### config.mk
export PLATFORM = sky130hd
export DESIGN_NAME = mp64_led_status
export DESIGN_NICKNAME = d
export VERILOG_FILES = /design/src/rtl/mp64_led_status.sv
export SDC_FILE = /design/constraint.sdc
export NUM_CORES = 1
export LEC_CHECK = 0
export ABC_AREA = 1
export CAP_MARGIN = 20
export CORE_MARGIN = 4
export CORE_UTILIZATION = 65
export CTS_BUF_LIST = sky130_fd_sc_hd__clkbuf_4
export CTS_CLUSTER_DIAMETER = 50
export DETAILED_ROUTE_END_ITERATION = 8
export PLACE_DENSITY_LB_ADDON = 0.08
export SYNTH_ARGS = -nofsm -noshare
export SYNTH_HDL_FRONTEND = slang
export SYNTH_SLANG_ARGS = --single-unit
### constraint.sdc
create_clock -name clk -period 3.6 [get_ports clk]
set_input_delay 0.72 -clock clk [delete_from_list [all_inputs] [get_ports clk]]
set_output_delay 0.72 -clock clk [all_outputs]
set_load 0.005 [all_outputs]
### src/rtl/mp64_led_status.sv
// Debug LED/status unit: heartbeat, per-channel activity stretchers, sticky error flag and
// STATUS/MANUAL/SCAN/LEGACY display modes. Define LED_PWM_EN to add a 4-bit brightness PWM gate.

module mp64_led_status #(
  parameter int CLOCK_HZ     = 100_000_000,
  parameter int HEARTBEAT_HZ = 1,
  parameter int LED_W        = 8,
  parameter int NUM_CH       = 4,
  parameter int STRETCH_MS   = 50
) (
  input  logic              clk,
  input  logic              rst_n,
  input  logic [NUM_CH-1:0] act_pulse,
  input  logic              err_pulse,
  input  logic              err_clr,
  input  logic              cfg_we,
  input  logic [1:0]        cfg_mode,
  input  logic [LED_W-1:0]  cfg_pattern,
  input  logic [3:0]        cfg_bright,
  output logic [LED_W-1:0]  led_out,
  output logic              heartbeat,
  output logic              err_sticky
);

  localparam int HB_RAW = CLOCK_HZ / (2 * HEARTBEAT_HZ);
  localparam int HB_DIV = (HB_RAW < 1) ? 1 : HB_RAW;
  localparam int HB_W   = (HB_DIV > 1) ? $clog2(HB_DIV) : 1;
  localparam logic [HB_W-1:0] HB_MAX = HB_W'(HB_DIV - 1);

  localparam int STRETCH_CYC = (CLOCK_HZ / 1000) * STRETCH_MS;
  localparam int ST_W        = (STRETCH_CYC > 0) ? $clog2(STRETCH_CYC + 1) : 1;
  localparam logic [ST_W-1:0] ST_LOAD = ST_W'(STRETCH_CYC);
  // Channels that would land beyond the top LED bit are simply not displayed.
  localparam int NUM_ACT = (NUM_CH < LED_W - 2) ? NUM_CH : LED_W - 2;

  localparam int POS_W = $clog2(LED_W);
  localparam logic [POS_W-1:0] POS_MAX = POS_W'(LED_W - 1);
  localparam logic [7:0] LEGACY_BYTE = 8'hA5;

  typedef enum logic [1:0] {
    MODE_STATUS = 2'd0,
    MODE_MANUAL = 2'd1,
    MODE_SCAN   = 2'd2,
    MODE_LEGACY = 2'd3
  } mode_e;

  typedef enum logic {
    DIR_UP   = 1'b0,
    DIR_DOWN = 1'b1
  } dir_e;

  logic [HB_W-1:0]  hb_cnt_q, hb_cnt_d;
  logic             hb_q, hb_d;
  logic             hb_tick;
  logic             err_q, err_d;
  logic [ST_W-1:0]  stretch_q [NUM_CH];
  logic [ST_W-1:0]  stretch_d [NUM_CH];
  mode_e            mode_q, mode_d;
  logic [LED_W-1:0] pattern_q, pattern_d;
  logic [POS_W-1:0] pos_q, pos_d;
  dir_e             dir_q, dir_d;
  logic [LED_W-1:0] led_q, led_d;
  logic [LED_W-1:0] composed;
  logic             pwm_on;

  always_comb begin
    hb_tick  = (hb_cnt_q == HB_MAX);
    hb_cnt_d = hb_tick ? '0 : hb_cnt_q + 1'b1;
    hb_d     = hb_q ^ hb_tick;
    err_d    = err_pulse | (err_q & ~err_clr);

    for (int i = 0; i < NUM_CH; i++) begin
      if (act_pulse[i]) begin
        stretch_d[i] = ST_LOAD;
      end else if (stretch_q[i] != '0) begin
        stretch_d[i] = stretch_q[i] - 1'b1;
      end else begin
        stretch_d[i] = stretch_q[i];
      end
    end

    // Scan bounces between the end LEDs; each position, ends included, lasts one tick.
    mode_d    = mode_q;
    pattern_d = pattern_q;
    pos_d     = pos_q;
    dir_d     = dir_q;
    if (hb_tick) begin
      if (dir_q == DIR_UP) begin
        if (pos_q == POS_MAX) begin
          dir_d = DIR_DOWN;
          pos_d = pos_q - 1'b1;
        end else begin
          pos_d = pos_q + 1'b1;
        end
      end else begin
        if (pos_q == '0) begin
          dir_d = DIR_UP;
          pos_d = pos_q + 1'b1;
        end else begin
          pos_d = pos_q - 1'b1;
        end
      end
    end
    if (cfg_we) begin
      mode_d    = mode_e'(cfg_mode);
      pattern_d = cfg_pattern;
      pos_d     = '0;
      dir_d     = DIR_UP;
    end

    composed = '0;
    case (mode_q)
      MODE_STATUS: begin
        composed[0] = hb_q;
        composed[1] = err_q;
        for (int i = 0; i < NUM_ACT; i++) begin
          composed[2+i] = (stretch_q[i] != '0);
        end
      end
      MODE_MANUAL: composed = pattern_q;
      MODE_SCAN:   composed = LED_W'(1) << pos_q;
      default: begin
        for (int i = 0; i < LED_W; i++) begin
          composed[i] = LEGACY_BYTE[i[2:0]];
        end
      end
    endcase

    led_d = composed & {LED_W{pwm_on}};
  end

  always_ff @(posedge clk) begin
    if (!rst_n) begin
      hb_cnt_q  <= '0;
      hb_q      <= 1'b0;
      err_q     <= 1'b0;
      mode_q    <= MODE_STATUS;
      pattern_q <= '0;
      pos_q     <= '0;
      dir_q     <= DIR_UP;
      led_q     <= '0;
      for (int i = 0; i < NUM_CH; i++) begin
        stretch_q[i] <= '0;
      end
    end else begin
      hb_cnt_q  <= hb_cnt_d;
      hb_q      <= hb_d;
      err_q     <= err_d;
      mode_q    <= mode_d;
      pattern_q <= pattern_d;
      pos_q     <= pos_d;
      dir_q     <= dir_d;
      led_q     <= led_d;
      for (int i = 0; i < NUM_CH; i++) begin
        stretch_q[i] <= stretch_d[i];
      end
    end
  end

`ifdef LED_PWM_EN
  logic [3:0] pwm_q, pwm_d;
  logic [3:0] bright_q, bright_d;

  // Gate shares the led register stage, so dimming adds no latency.
  always_comb begin
    pwm_d    = pwm_q + 4'd1;
    bright_d = cfg_we ? cfg_bright : bright_q;
    pwm_on   = (pwm_q <= bright_q);
  end

  always_ff @(posedge clk) begin
    if (!rst_n) begin
      pwm_q    <= 4'd0;
      bright_q <= 4'hF;
    end else begin
      pwm_q    <= pwm_d;
      bright_q <= bright_d;
    end
  end
`else
  logic unused_bright;
  assign unused_bright = ^cfg_bright;
  assign pwm_on        = 1'b1;
`endif

  assign led_out    = led_q;
  assign heartbeat  = hb_q;
  assign err_sticky = err_q;

endmodule

==> results of run 1 <==
## metal layers
layer	up-vias	track usage (%)
li1	3759	-
met3	23	5.09
met2	186	41.8
met4	0	7.57
met1	3205	34.7
met5	-	0
## flip-flops by register name (all words and copies together) (netlist names)
| register | flops |
|---|---|
| led_out | 8 |
| mode_q | 2 |
| pos_q | 3 |
| err_sticky | 1 |
| heartbeat | 1 |
| hb_cnt_q | 26 |
| dir_q | 1 |
| pattern_q | 8 |
| stretch_q | 92 |
## placed cells by master, fill, tap and decap left out, types with 4 or more instances in the layout
master,n
clkdlybuf4s50_1,28
nor3_1,16
nand2_1,263
xor2_1,18
nand3_2,4
a21oi_1,60
or2_2,7
bufinv_16,6
nand4_1,25
xnor2_1,34
o21ai_0,24
nand3_1,86
nor2_4,6
nor3_2,5
nor2_2,21
dfxtp_1,142
nor2_1,275
nand3b_1,7
inv_1,104
nand2_2,4
clkbuf_4,17
ha_1,15
## worst paths after layout
kind,startpoint,end,slack [ns]
min reg2reg,stretch_q[3][0],stretch_q[3][0],0.47
max,heartbeat,heartbeat,1.37
max reg2reg,stretch_q[3][0],stretch_q[3][6],1.44
min,stretch_q[3][0],stretch_q[3][0],0.47
## area by class of cell
type	instances	area, um2	area share [%]
multi-input combinational	891	4330	51.4
sequential	142	2840	33.7
inverter	108	405	4.81
timing repair buffer	30	295	3.50
clock inverter	15	243	2.88
tap	143	179	2.12
clock buffer	17	128	1.51
## cell families (layout without fill, tap and decap cells)
kind of cell               after synthesis  count (layout)  share of synthesized area [%]
DFF                                    142             142                           36.9
AOI/OAI and AO/OA                       97              97                           6.74
and+or+nand+nor                        727             727                           41.1
xor gates and xnor gates                52              52                           5.91
buffers and inverters                  128             170                           6.87
adders and majority gates               15              15                           2.44
## power by group
group	leakage [uW]	total (uW)	switching [uW]	internal, uW
clock network	0.000186	1280	593	689
logic	0.00228	711	448	262
registers	0.00117	1740	78.5	1660
## stage by stage
step | utilization (%) | worst slack, ns | hold slack [ns]
after floorplan | - | 2.12 | 0.422
after global placement | 69.9 | 1.13 | 0.441
after detailed placement | 69.9 | 1.07 | 0.447
after CTS | 73.2 | 1.32 | 0.463
after global routing | 73.2 | 1.24 | 0.497
final | 73.2 | 1.37 | 0.467
==> qor.yml, run 1 <==
outcome:
  status: "finished, final reports clean"
detailed_routing:
  num_vias: 7173
  wire_per_inst_um: 12.5
  vias_per_cell: 5.33
  routed.top_layer: "met4"
  post-route-drc-count: 0
  drt_iter0_drc: 571
  wl_met1_um: 8060
  wirelength_um: 16900
  met2_length_um: 7780
  drtAntennaViolNets: 0
  first_pass_iters: 6
  wl_met3_um: 794
floorplanning:
  dieArea_um2: 13700
  die_w_um: 117
  num_rows: 39
  start_util_pct: 66.9
  die_h_um: 117
  core_um2: 11500
  top_level_ports: 33
timing:
  slew_headroom_pct: 44.6
  worstMarginPinSlew_ns: 0.828
  finalSetupTns_ns: 0
  final.period_utilization_pct: 61.9
  setup_violations: 0
  clock_skew_ns: 0.0139
  rsz0062_at_grt: "no"
  slew_violations: 0
  final_hold_viol_count: 0
  min_period_ns: 2.23
  fmax_mhz: 449
yosys:
  ys_ff_latch: 142
  yosysWarnings: 0
  syn_inst: 1161
  synth_ff_type: "dfxtp_1"
  yosysSeqAreaShare_pct: 36.9
  synth_top_area_cell: "dfxtp_1"
  mappedNetlistArea_um2: 7700
  synth.top_cell.area_share_pct: 36.9
  synth_most_common_cell: "nor2_1"
  synth_area_per_cell_um2: 6.64
  synthArstFlopShare_pct: 0
  syn_nets: 1199
  ys_types: 38
  yosys-top-cells-count: "nor2_1, nand2_1, dfxtp_1"
  synth_edf_count: 0
  ys_top_cells_by_area: "dfxtp_1, nor2_1, nand2_1"
setup_path:
  path_delay_family: "buffers and inverters"
  cpPeakStageDelay_ns: 0.54
  cp.depth: 1
  crit_fanout: 4
  end_kind: "primary output"
  cp.required_ns: 2.88
  crit_type: "reg -> out"
  reg2reg_depth: 9
  cp-start-kind: "register"
  cp.arrival_ns: 1.51
  cp_slowest_cell: "clkdlybuf4s50_1"
  crit_buf_inv: 1
  crit_path_cell_trace: "clkdlybuf4s50_1"
pwr:
  power_leakage_uw: 0.00364
  peakVddDrop_mv: 0.340
  power_uw: 3730
  powerDensity_nw_per_um2: 443
place:
  place_area_um2: 8060
  dp_hpwl_um: 12400
  gp_routability_congestion: 0.915
  io_buffers: 28
  dp.cells: 1314
finish:
  antenna-diode-count: 0
  fin_area_um2: 8430
  syn2layout_area_growth_pct: 9.35
  instances_no_fill: 1346
  nNetsFinal: 1228
  nFillCells: 977
  drive_gt1_share_pct: 7.23
clock_tree:
  cts.clk_slew.worst_paths_ns: 0.12
  cts_inserted_buffers: 17
  cts-root-buf: "clkbuf_4"
  clock_sinks: 142
  cts_tree: "built"
  clockBufferDepth: 2
  cts_hold_buf: 0
  cts_setup_buffers: 0
  cts_resized: 0
  clock_latency_ns: 0.54
  htreeDepth: 4
flow_run:
  max-cap-violations: 0
hold_path:
  hold_class: "reg -> reg"
  holdPathStages: 1
grt:
  globalRouteTotalUtil_pct: 25.7
  antenna_found_initial: 0
  first_global_vias: 6402
  overflow: 0
  grt_pass1_wl_um: 28700
  grt_max_degree: 27
Power figures use the tool's default switching activity.
==> inputs of run 2 (changes only) <==
--- a/config.mk
+++ b/config.mk
@@ -8,7 +8,7 @@
 export ABC_AREA = 1
 export CAP_MARGIN = 20
 export CORE_MARGIN = 4
-export CORE_UTILIZATION = 65
+export CORE_UTILIZATION = 63
 export CTS_BUF_LIST = sky130_fd_sc_hd__clkbuf_4
 export CTS_CLUSTER_DIAMETER = 50
 export DETAILED_ROUTE_END_ITERATION = 8
==> constraint.sdc (replaced) <==
create_clock -name clk -period 2.3 [get_ports clk]
set_input_delay 0.46 -clock clk [delete_from_list [all_inputs] [get_ports clk]]
set_output_delay 0.46 -clock clk [all_outputs]
set_load 0.005 [all_outputs]
==> run 2 against run 1 <==
Effect of this change:
- flip-flop and latch count unchanged
- cell area decreased by 0.79%
- clock-buffer cell count increased by 3
- highest routed layer unchanged
- combinational power increased by 56%
- critical endpoint unchanged
- routed wire length increased by 0.52%
- sequential share of layout area increased by 0.27 points
==> qor.yml, run 2 (same netlist as run 1, synthesis figures left out) <==
setup_path:
  r2r_start: "stretch_q[3][0]"
  cpPeakStageDelay_ns: 0.57  # +0.03 ns
  path_delay_family: "buffers and inverters"
  end_kind: "primary output"
  crit_path_cell_trace: "clkdlybuf4s50_1"
  crit_fanout: 4  # unchanged
  cp.required_ns: 1.84  # -1.04 ns
  cp-start-kind: "register"
  cp_slowest_cell: "clkdlybuf4s50_1"
  startpoint: "heartbeat"
  crit_buf_inv: 1  # unchanged
  crit_type: "reg -> out"
  cp.arrival_ns: 1.54  # +0.03 ns
detailed_routing:
  wirelength_um: 17000  # +0.52%
  drt_iter0_drc: 686  # +20%
  wire_per_inst_um: 12.5  # about the same
  vias_per_cell: 5.27  # -1.1%
  first_pass_iters: 7  # +1
  num_vias: 7129  # -0.61%
  drtAntennaViolNets: 0  # unchanged
  post-route-drc-count: 0  # unchanged
timing:
  clock_skew_ns: 0.0197  # +0.00578 ns
  slew_headroom_pct: 65.0  # +20 points
  final.period_utilization_pct: 87.1
  setup_violations: 0  # unchanged
  final_hold_viol_count: 0  # unchanged
  setup_ws_ns: 0.297  # -1.08 ns
  worstMarginPinSlew_ns: 0.524  # -0.304 ns
  rsz0062_at_grt: "no"
  min_period_ns: 2.00
  fmax_mhz: 499
  slew_violations: 0  # unchanged
  finalSetupTns_ns: 0  # unchanged
floorplanning:
  die_w_um: 119  # +1.5%
  core_um2: 12000  # +4.3%
  top_level_ports: 33  # unchanged
  dieArea_um2: 14100  # +3.0%
  die_h_um: 119  # +1.5%
  num_rows: 40  # +2.6%
  start_util_pct: 64.1  # -2.8 points
flow_run:
  max-cap-violations: 0  # unchanged
finish:
  multi_input_area_um2: 4330  # unchanged
  syn2layout_area_growth_pct: 8.49
  drive_gt1_share_pct: 7.05  # -0.18 points
  layout_commonest_cell: "nor2_1"
  nFillCells: 1076  # +10%
  reg_top3: "stretch_q x92, hb_cnt_q x26"
  largest_reg_flops: 92  # unchanged
  nNetsFinal: 1231  # +0.24%
  final-seq-area_um2: 2840  # unchanged
  instances_no_fill: 1353  # +0.52%
  top_register: "stretch_q"
  most-common-layout-cells: "nor2_1, nand2_1, dfxtp_1"
pwr:
  peakVddDrop_mv: 0.612  # +80%
  swShare_pct: 30.7  # +0.66 points
  power_leakage_uw: 0.00362  # -0.51%
  clock_power_share_pct: 29.5  # -4.9 points
  p_int_uw: 3770  # +44%
  p_comb_share_pct: 20.4  # +1.3 points
  power.switching_uw: 1670  # +49%
  power_uw: 5440  # +46%
  seqPwrFrac_pct: 50.1  # +3.5 points
  powerDensity_nw_per_um2: 650  # +47%
place:
  dp.cells: 1321  # +0.53%
  io_buffers: 28  # unchanged
  dp_slack_ns: 0.377  # -0.696 ns
  dp_hpwl_um: 12500  # +1.3%
  gp_routability_congestion: 0.919  # +0.44%
grt:
  top_usage_layer: "met2"
  grtUsageMet1_pct: 31.3  # -3.3 points
  antenna_found_initial: 1  # +1
  overflow: 0  # unchanged
  globalRouteTotalUtil_pct: 24.9  # -0.80 points
  grt_pass1_wl_um: 29200  # +1.6%
  first_global_vias: 6571  # +2.6%
  grt.met2_usage_pct: 41.7  # -0.049 points
  grt_max_degree: 27  # unchanged
  use_met3_pct: 6.27  # +1.2 points
hold_path:
  min_from: "stretch_q[3][0]"
  hold_class: "reg -> reg"
clock_tree:
  cts_inserted_buffers: 17  # unchanged
  cts_setup_buffers: 0  # unchanged
  htreeDepth: 4  # unchanged
  cts_tree: "built"
  cts_resized: 0  # unchanged
  clock_latency_ns: 0.56  # +0.02 ns
  clockBufferDepth: 2  # unchanged
  clock_sinks: 142  # unchanged
  cts-root-buf: "clkbuf_4"
  cts.clk_slew.worst_paths_ns: 0.12  # about the same
  cts_hold_buf: 0  # unchanged
outcome:
  status: "finished, final reports clean"
==> run 2: cell count changes in the layout (fill, tap and decap cells not counted), sizes merged, moves of 3 or more <==
| cell | previous run | this run |
|---|---|---|
| clkbuf | 17 | 20 |
| bufinv | 6 | 3 |
| clkinv | 7 | 10 |
| buf | 2 | 5 |
| clkinvlp | 3 | 0 |
==> run 2: layout make-up <==
class                      count  area share [%]
tap                          147            2.20
clock inverter                11            1.48
multi-input combinational    891            51.8
timing repair buffer          33            3.80
clock buffer                  20            1.80
antenna                        1          0.0299
sequential                   142            34.0
inverter                     108            4.85
==> run 2: layer usage <==
layer / wire length [um] / part of all wire [%]
met1: 7820 / 46
met4: 330 / 1.9
met2: 8030 / 47
met3: 770 / 4.5
met5: 0 / 0
==> run 2: power by group through the flow <==
stage	Sequential, uW	Combinational, uW	Clock, uW
3_3_place_gp	2770	1080	0
2_1_floorplan	2740	873	0
3_5_place_dp	2770	1100	0
4_1_cts	2720	1110	1630
5_1_grt	2740	1280	1760
6_report	2720	1110	1600
==> run 2: worst paths after layout <==
check / endpoint / slack, ns / depth (start not counted)
hold / removal: stretch_q[3][0] / 0.46 / 1
setup reg to reg: stretch_q[3][8] / 0.50 / 8
hold reg to reg: stretch_q[3][0] / 0.46 / 1
setup / recovery: heartbeat / 0.30 / 1
==> run 2: through the flow <==
| stage | utilization (%) | area [um2] | hold slack (ns) |
|---|---|---|---|
| floorplan | - | 7700 | 0.422 |
| finish | 69.6 | 8360 | 0.461 |
| CTS | 69.6 | 8360 | 0.459 |
| global placement | 67.3 | 8080 | 0.439 |
| detailed placement | 67.3 | 8080 | 0.439 |
| global route | 69.6 | 8360 | 0.472 |
